## src/rtl/nf10_axis_width_converter.sv

```systemverilog
// nf10_axis_width_converter
// AXI4-Stream width converter for the NetFPGA-10G datapath. It downsizes,
// upsizes or passes through depending on the two data-width parameters, and
// carries tstrb, tlast and the NetFPGA tuser metadata (len/spt/dpt).
// The tuser word of a packet is taken from its first accepted beat and is
// repeated on every output beat of that packet.
// Optional feature macro: NF10_AXIS_CONV_OUT_SLICE_EN adds a two-entry skid
// slice on the m_axis side. This registers every m_axis_* output, adds one
// cycle of latency and removes the combinational path from m_axis_tready to
// s_axis_tready. Throughput is unchanged.

module nf10_axis_width_converter #(
  parameter int C_S_AXIS_DATA_WIDTH = 256,
  parameter int C_M_AXIS_DATA_WIDTH = 64,
  parameter int C_TUSER_WIDTH       = 128,
  parameter int C_LEN_WIDTH         = 16,
  parameter int C_SPT_WIDTH         = 8,
  parameter int C_DPT_WIDTH         = 8
) (
  input  logic                             axi_aclk,
  input  logic                             axi_resetn,
  input  logic [C_S_AXIS_DATA_WIDTH-1:0]   s_axis_tdata,
  input  logic [C_S_AXIS_DATA_WIDTH/8-1:0] s_axis_tstrb,
  input  logic [C_TUSER_WIDTH-1:0]         s_axis_tuser,
  input  logic                             s_axis_tvalid,
  output logic                             s_axis_tready,
  input  logic                             s_axis_tlast,
  output logic [C_M_AXIS_DATA_WIDTH-1:0]   m_axis_tdata,
  output logic [C_M_AXIS_DATA_WIDTH/8-1:0] m_axis_tstrb,
  output logic [C_TUSER_WIDTH-1:0]         m_axis_tuser,
  output logic                             m_axis_tvalid,
  input  logic                             m_axis_tready,
  output logic                             m_axis_tlast
);

  localparam int S_W    = C_S_AXIS_DATA_WIDTH;
  localparam int M_W    = C_M_AXIS_DATA_WIDTH;
  localparam int S_B    = S_W / 8;
  localparam int M_B    = M_W / 8;
  localparam int TU_W   = C_TUSER_WIDTH;
  localparam int META_W = C_LEN_WIDTH + C_SPT_WIDTH + C_DPT_WIDTH;

  // Converter-side master stream, ahead of the optional output slice.
  logic [M_W-1:0]  c_tdata;
  logic [M_B-1:0]  c_tstrb;
  logic [TU_W-1:0] c_tuser;
  logic            c_tvalid;
  logic            c_tlast;
  logic            c_tready;

  logic            s_tready;
  logic            s_fire;
  logic            sop_q;
  logic [TU_W-1:0] pkt_tuser_q;
  logic [TU_W-1:0] beat_tuser;
  logic [TU_W-1:0] s_tuser_fields;

  // Named metadata fields. They pass through unmodified; naming them here
  // documents the layout the rest of the pipeline relies on.
  logic [C_LEN_WIDTH-1:0] s_len;
  logic [C_SPT_WIDTH-1:0] s_spt;
  logic [C_DPT_WIDTH-1:0] s_dpt;

  assign s_len = s_axis_tuser[C_LEN_WIDTH-1:0];
  assign s_spt = s_axis_tuser[C_LEN_WIDTH +: C_SPT_WIDTH];
  assign s_dpt = s_axis_tuser[C_LEN_WIDTH+C_SPT_WIDTH +: C_DPT_WIDTH];

  generate
    if (META_W < TU_W) begin : g_meta_pad
      assign s_tuser_fields = {s_axis_tuser[TU_W-1:META_W], s_dpt, s_spt, s_len};
    end else begin : g_meta_full
      assign s_tuser_fields = {s_dpt, s_spt, s_len};
    end
  endgenerate

  assign s_axis_tready = s_tready;
  assign s_fire        = s_axis_tvalid & s_tready;

  // Only the first beat of a packet supplies tuser; later beats reuse it.
  assign beat_tuser = sop_q ? s_tuser_fields : pkt_tuser_q;

  // Packet tracking: SOP flag and the tuser captured at packet start.
  // NOTE: sequential state uses non-blocking assignments only, so every
  // flop samples the pre-edge values regardless of block ordering.
  always_ff @(posedge axi_aclk or negedge axi_resetn) begin
    if (!axi_resetn) begin
      sop_q       <= 1'b1;
      pkt_tuser_q <= '0;
    end else if (s_fire) begin
      sop_q       <= s_axis_tlast;
      pkt_tuser_q <= beat_tuser;
    end
  end

  generate
    if (S_W > M_W) begin : g_down
      // ------------------------------------------------------------------
      // Downsize: one wide beat is held and emitted lane by lane, LSB first.
      // ------------------------------------------------------------------
      localparam int N  = S_W / M_W;
      localparam int LW = $clog2(N);

      logic            buf_valid_q;
      logic [S_W-1:0]  buf_data_q;
      logic [S_B-1:0]  buf_strb_q;
      logic            buf_last_q;
      logic [TU_W-1:0] buf_tuser_q;
      logic [LW-1:0]   lane_q;
      logic [LW-1:0]   end_lane_q;
      logic [LW-1:0]   end_lane_d;
      logic            at_end;

      // Final lane of the incoming beat: top lane normally, highest lane with
      // any strobe on a tlast beat, lane 0 if a tlast beat has no strobes.
      // NOTE: end_lane_d gets a default before any conditional assignment so
      // this block can never infer a latch.
      always_comb begin
        end_lane_d = LW'(N - 1);
        if (s_axis_tlast) begin
          end_lane_d = '0;
          for (int i = 1; i < N; i++) begin
            if (|s_axis_tstrb[i*M_B +: M_B]) end_lane_d = LW'(i);
          end
        end
      end

      assign at_end   = (lane_q == end_lane_q);
      // A new beat may load while the last lane of the current one leaves.
      assign s_tready = axi_resetn & (~buf_valid_q | (at_end & c_tready));

      assign c_tvalid = buf_valid_q;
      assign c_tdata  = buf_data_q[lane_q*M_W +: M_W];
      assign c_tstrb  = buf_strb_q[lane_q*M_B +: M_B];
      assign c_tlast  = buf_last_q & at_end;
      assign c_tuser  = buf_tuser_q;

      // Beat buffer and lane walker.
      // NOTE: the data buffers are reset as well as the valid flag so the
      // unsliced m_axis_* outputs read 0 during and straight out of reset.
      always_ff @(posedge axi_aclk or negedge axi_resetn) begin
        if (!axi_resetn) begin
          buf_valid_q <= 1'b0;
          buf_data_q  <= '0;
          buf_strb_q  <= '0;
          buf_last_q  <= 1'b0;
          buf_tuser_q <= '0;
          lane_q      <= '0;
          end_lane_q  <= '0;
        end else if (s_fire) begin
          buf_valid_q <= 1'b1;
          buf_data_q  <= s_axis_tdata;
          buf_strb_q  <= s_axis_tstrb;
          buf_last_q  <= s_axis_tlast;
          buf_tuser_q <= beat_tuser;
          lane_q      <= '0;
          end_lane_q  <= end_lane_d;
        end else if (buf_valid_q && c_tready) begin
          if (at_end) begin
            buf_valid_q <= 1'b0;
            lane_q      <= '0;
          end else begin
            lane_q      <= lane_q + 1'b1;
          end
        end
      end

    end else if (S_W < M_W) begin : g_up
      // ------------------------------------------------------------------
      // Upsize: narrow beats fill lanes LSB first; a full set of lanes or a
      // tlast beat moves the assembled word to the output register.
      // ------------------------------------------------------------------
      localparam int N  = M_W / S_W;
      localparam int LW = $clog2(N);

      logic [M_W-1:0]  acc_data_q;
      logic [M_B-1:0]  acc_strb_q;
      logic [LW-1:0]   lane_q;
      logic [M_W-1:0]  fill_data_d;
      logic [M_B-1:0]  fill_strb_d;
      logic            flush;
      logic            out_valid_q;
      logic [M_W-1:0]  out_data_q;
      logic [M_B-1:0]  out_strb_q;
      logic            out_last_q;
      logic [TU_W-1:0] out_tuser_q;

      // Accumulator with the incoming beat merged into the current lane.
      always_comb begin
        fill_data_d = acc_data_q;
        fill_strb_d = acc_strb_q;
        fill_data_d[lane_q*S_W +: S_W] = s_axis_tdata;
        fill_strb_d[lane_q*S_B +: S_B] = s_axis_tstrb;
      end

      assign flush    = s_axis_tlast | (lane_q == LW'(N - 1));
      // Filling may continue while the previous full word drains.
      assign s_tready = axi_resetn & (~out_valid_q | c_tready);

      assign c_tvalid = out_valid_q;
      assign c_tdata  = out_data_q;
      assign c_tstrb  = out_strb_q;
      assign c_tlast  = out_last_q;
      assign c_tuser  = out_tuser_q;

      // Lane accumulator and output word register. The accumulator is
      // cleared on every flush so unfilled lanes carry zero data and strobes
      // and no word ever mixes bytes from two packets.
      always_ff @(posedge axi_aclk or negedge axi_resetn) begin
        if (!axi_resetn) begin
          acc_data_q  <= '0;
          acc_strb_q  <= '0;
          lane_q      <= '0;
          out_valid_q <= 1'b0;
          out_data_q  <= '0;
          out_strb_q  <= '0;
          out_last_q  <= 1'b0;
          out_tuser_q <= '0;
        end else begin
          if (out_valid_q && c_tready) out_valid_q <= 1'b0;
          if (s_fire) begin
            if (flush) begin
              out_valid_q <= 1'b1;
              out_data_q  <= fill_data_d;
              out_strb_q  <= fill_strb_d;
              out_last_q  <= s_axis_tlast;
              out_tuser_q <= beat_tuser;
              acc_data_q  <= '0;
              acc_strb_q  <= '0;
              lane_q      <= '0;
            end else begin
              acc_data_q  <= fill_data_d;
              acc_strb_q  <= fill_strb_d;
              lane_q      <= lane_q + 1'b1;
            end
          end
        end
      end

    end else begin : g_same
      // ------------------------------------------------------------------
      // Equal widths: one register stage, full throughput.
      // ------------------------------------------------------------------
      logic            v_q;
      logic [M_W-1:0]  data_q;
      logic [M_B-1:0]  strb_q;
      logic            last_q;
      logic [TU_W-1:0] tuser_q;

      assign s_tready = axi_resetn & (~v_q | c_tready);
      assign c_tvalid = v_q;
      assign c_tdata  = data_q;
      assign c_tstrb  = strb_q;
      assign c_tlast  = last_q;
      assign c_tuser  = tuser_q;

      // Pass-through pipeline register.
      always_ff @(posedge axi_aclk or negedge axi_resetn) begin
        if (!axi_resetn) begin
          v_q     <= 1'b0;
          data_q  <= '0;
          strb_q  <= '0;
          last_q  <= 1'b0;
          tuser_q <= '0;
        end else if (s_fire) begin
          v_q     <= 1'b1;
          data_q  <= s_axis_tdata;
          strb_q  <= s_axis_tstrb;
          last_q  <= s_axis_tlast;
          tuser_q <= beat_tuser;
        end else if (v_q && c_tready) begin
          v_q     <= 1'b0;
        end
      end
    end
  endgenerate

`ifdef NF10_AXIS_CONV_OUT_SLICE_EN
  // Two-entry skid slice: main register drives m_axis_*, the skid register
  // catches the one beat already in flight when the sink stalls.
  typedef struct packed {
    logic [M_W-1:0]  data;
    logic [M_B-1:0]  strb;
    logic [TU_W-1:0] user;
    logic            last;
  } beat_t;

  beat_t c_beat;
  beat_t main_q;
  beat_t skid_q;
  logic  main_valid_q;
  logic  skid_valid_q;

  assign c_beat   = {c_tdata, c_tstrb, c_tuser, c_tlast};
  assign c_tready = ~skid_valid_q;

  assign m_axis_tvalid = main_valid_q;
  assign m_axis_tdata  = main_q.data;
  assign m_axis_tstrb  = main_q.strb;
  assign m_axis_tuser  = main_q.user;
  assign m_axis_tlast  = main_q.last;

  // Refill the main register from skid first, else straight from the
  // converter; park a beat in skid when the main register is stalled.
  always_ff @(posedge axi_aclk or negedge axi_resetn) begin
    if (!axi_resetn) begin
      main_q       <= '0;
      skid_q       <= '0;
      main_valid_q <= 1'b0;
      skid_valid_q <= 1'b0;
    end else if (!main_valid_q || m_axis_tready) begin
      if (skid_valid_q) begin
        main_q       <= skid_q;
        main_valid_q <= 1'b1;
        skid_valid_q <= 1'b0;
      end else begin
        main_valid_q <= c_tvalid;
        if (c_tvalid) main_q <= c_beat;
      end
    end else if (c_tvalid && !skid_valid_q) begin
      skid_q       <= c_beat;
      skid_valid_q <= 1'b1;
    end
  end
`else
  assign m_axis_tvalid = c_tvalid;
  assign m_axis_tdata  = c_tdata;
  assign m_axis_tstrb  = c_tstrb;
  assign m_axis_tuser  = c_tuser;
  assign m_axis_tlast  = c_tlast;
  assign c_tready      = m_axis_tready;
`endif

endmodule

```

## config.mk

```make
export PLATFORM = sky130hd
export DESIGN_NAME = nf10_axis_width_converter
export DESIGN_NICKNAME = d
export VERILOG_FILES = /design/src/rtl/nf10_axis_width_converter.sv
export SDC_FILE = /design/constraint.sdc
export NUM_CORES = 1
export LEC_CHECK = 0
export ABC_AREA = 1
export BUFFER_PORTS_ARGS = -buffer_cell sky130_fd_sc_hd__buf_2
export CORE_AREA = 2 2 240 242
export DETAILED_ROUTE_END_ITERATION = 7
export DIE_AREA = 0 0 242 244
export PLACE_DENSITY_LB_ADDON = 0.1
export SLEW_MARGIN = 0
export SYNTH_ARGS = -nofsm -noshare
export SYNTH_HDL_FRONTEND = slang
export SYNTH_SLANG_ARGS = --single-unit
```

## constraint.sdc

```tcl
create_clock -name axi_aclk -period 1.7 [get_ports axi_aclk]
set_input_delay 0.17 -clock axi_aclk [delete_from_list [all_inputs] [get_ports axi_aclk]]
set_output_delay 0.17 -clock axi_aclk [all_outputs]
set_load 0.1 [all_outputs]
```

==> impl_metrics.json <==
{
  "yosysUniqueCellTypes": 16,
  "antenna_found_initial": 14,
  "die_width_microns": 242,
  "hp-start": "s_axis_tvalid",
  "syn_to_final_growth_pct": 84.48,
  "cts_max_path_buffers": 3,
  "nNetsFinal": 3827,
  "placedInstanceArea_sq_um": 25660,
  "grtUsageTotal_pct": 27.66,
  "avgSynthCellArea_sq_um": 8.218,
  "routed_via_density": 5.138,
  "violations": "negative setup slack",
  "worstSetupStartpoint": "g_down.lane_q[0]",
  "reg2reg_from": "g_down.lane_q[0]",
  "vias": 21672,
  "wl_per_cell_microns": 21.26,
  "finalClockSkew_ns": 0.009567,
  "path_class": "reg2out",
  "setup_viol": 498,
  "die_area_sq_um": 59050,
  "start_util_pct": 33.52,
  "routed_wl_microns": 89670,
  "post-route-util_pct": 61.84,
  "io_buffers": 623,
  "grt_pass1_vias": 22097,
  "cts_tree": "yes",
  "gr-usage-met1_pct": 34.66,
  "maxCapViolCount": 0,
  "ant_nets": 0,
  "ios": 624,
  "firstDrtPassIters": 5,
  "setup_ws_ns": -0.6266,
  "finalMaxSlewViolations": 0,
  "synth_warnings": 0,
  "period_needed_ns": 2.327,
  "hold_viol": 0,
  "grt-busiest-layer": "met2",
  "end_kind": "output port",
  "critPathRequiredTime_ns": 1.53,
  "cts_max_level": 2,
  "fmax_mhz": 429.8,
  "status": "finished, violations left",
  "cts.sinks": 423,
  "insertion_delay_ns": 0.58,
  "gp_congestion": 0.8707,
  "rows": 87,
  "cts_buffers": 49,
  "gr-total-overflow": 0,
  "place_ws_ns": -0.1041,
  "grt_start_max_net_pins": 133,
  "syn-instance-count": 2291,
  "worstMarginPinSlew_ns": 0.8044,
  "fill_cells": 4655,
  "grtUsageMet2_pct": 47.41,
  "path_clk_slew_ns": 0.06,
  "drtIter0Drc": 1555,
  "ys_seq_area_share_pct": 56.23,
  "synth_fp_nets": 2712,
  "slew_headroom_pct": 46.38,
  "core_sq_um": 56170,
  "fin_area_sq_um": 34730,
  "grt.met3_usage_pct": 5.849,
  "arrival_ns": 2.16,
  "hp-class": "in2reg",
  "cts_root_buffer": "clkbuf_16",
  "grt_pass1_wl_microns": 128800,
  "synth_seq_cells": 423,
  "drcViolationCount": 0,
  "drive_gt1_share_pct": 34.49,
  "die_h_microns": 244,
  "setup.worst_path.start_class": "register",
  "min_period_over_period_pct": 136.9,
  "netlist_area_sq_um": 18830,
  "critPathMaxFanout": 5,
  "dp_hpwl_microns": 51760,
  "rsz0062_at_grt": "true"
}
synth_stat cells:
cell	number	area [sq um]
buf_1	3	11.26
buf_2	86	430.4
nor2_1	158	593.1
nand2_1	841	3157
buf_6	3	33.78
buf_4	8	60.06
a21oi_1	3	15.01
clkbuf_1	100	375.4
o22ai_1	72	450.4
dfrtp_1	422	10560
inv_1	18	67.56
and2_1	1	6.260
nand4_1	131	819.5
dfstp_2	1	26.28
o21ai_0	159	795.8
nand3_1	285	1426
state kept, by name, summed over array words and instances, names as in the netlist:
name and flops:
g_down.buf_data_q 256, m_axis_tuser 128, g_down.buf_strb_q 32, g_down.end_lane_q 2
g_down.lane_q 2, g_down.buf_last_q 1, m_axis_tvalid 1, sop_q 1
cells by family (layout without fill, tap and decap cells):
family          count (synthesis)  count (layout)  share of synthesized area [%]
buf+inv                       218            1374                          5.197
simple gates                 1416            1416                          31.88
flops                         423             423                          56.23
other cells                     0              15                              0
compound gates                234             234                          6.699
worst paths after layout:
kind,slack (ns),cells after the start,endpoint
max in group asynchronous,0.29,4,g_down.buf_data_q[216]
max reg2reg,-0.34,13,g_down.buf_data_q[121]
min,0.11,4,g_down.buf_data_q[164]
min in group asynchronous,0.16,2,m_axis_tvalid
min reg2reg,0.47,2,g_down.buf_data_q[57]
max,-0.63,8,m_axis_tstrb[4]
per-layer routing:
metal / up-vias / wire, microns / share of wire (%)
li1: 9903 / - / -
met1: 10641 / 36150 / 40
met2: 915 / 43740 / 49
met3: 209 / 6303 / 7.0
met4: 4 / 3461 / 3.9
met5: - / 24 / 0.027
per-stage QoR:
stage	setup TNS, ns	hold slack [ns]	cells
floorplan	-0.5516	-0.1256	2291
global placement	-15.73	-0.02970	3587
detailed placement	-22.82	-0.02969	3587
CTS	-162.98	0.08561	4150
global route	-191.57	0.1136	4213
finish	-145.20	0.1111	4218
timing repair:
action	CTS	global route
hold endpoints to repair	537	0
buffers inserted	28	21
resized for setup	212	239
endpoints found under the setup margin	485	497
pin swaps	32	72
hold buffers	419	0
cloned	24	43
layout by cell type (no fill, tap or decap), drive strengths merged, types with 3 or more instances in the layout:
master       instances
inv                 19
nand3              285
dfrtp              422
clkinv               8
a21oi                3
dlygate4sd3        419
nand4              131
nand2              841
bufinv               3
diode               15
nor2               158
o21ai              159
clkbuf             115
o22ai               72
buf                808
area by class of cell:
| cell class | count | area, sq um | share of cell area, % |
|---|---|---|---|
| repair buffers | 1264 | 12280 | 35.36 |
| flip-flops and latches | 423 | 10600 | 30.51 |
| multi-input cells | 1650 | 9106 | 26.22 |
| clock buffers | 80 | 1555 | 4.477 |
| well taps | 756 | 945.9 | 2.723 |
| clock inverters | 12 | 138.9 | 0.3998 |
| inverters | 18 | 72.57 | 0.2089 |
| diodes | 15 | 37.54 | 0.1081 |
worst max-delay path: stages, from the launching register on:
cell     delay (ns)
dfrtp_4        0.51
inv_4          0.07
buf_8          0.13
buf_12         0.14
buf_8          0.13
buf_8          0.13
nor2_4         0.04
o22ai_4        0.21
buf_12         0.21
Power is left out: the tool's default activity adds up to more than one toggle a clock period on the data nets, which glitch-free logic cannot reach.
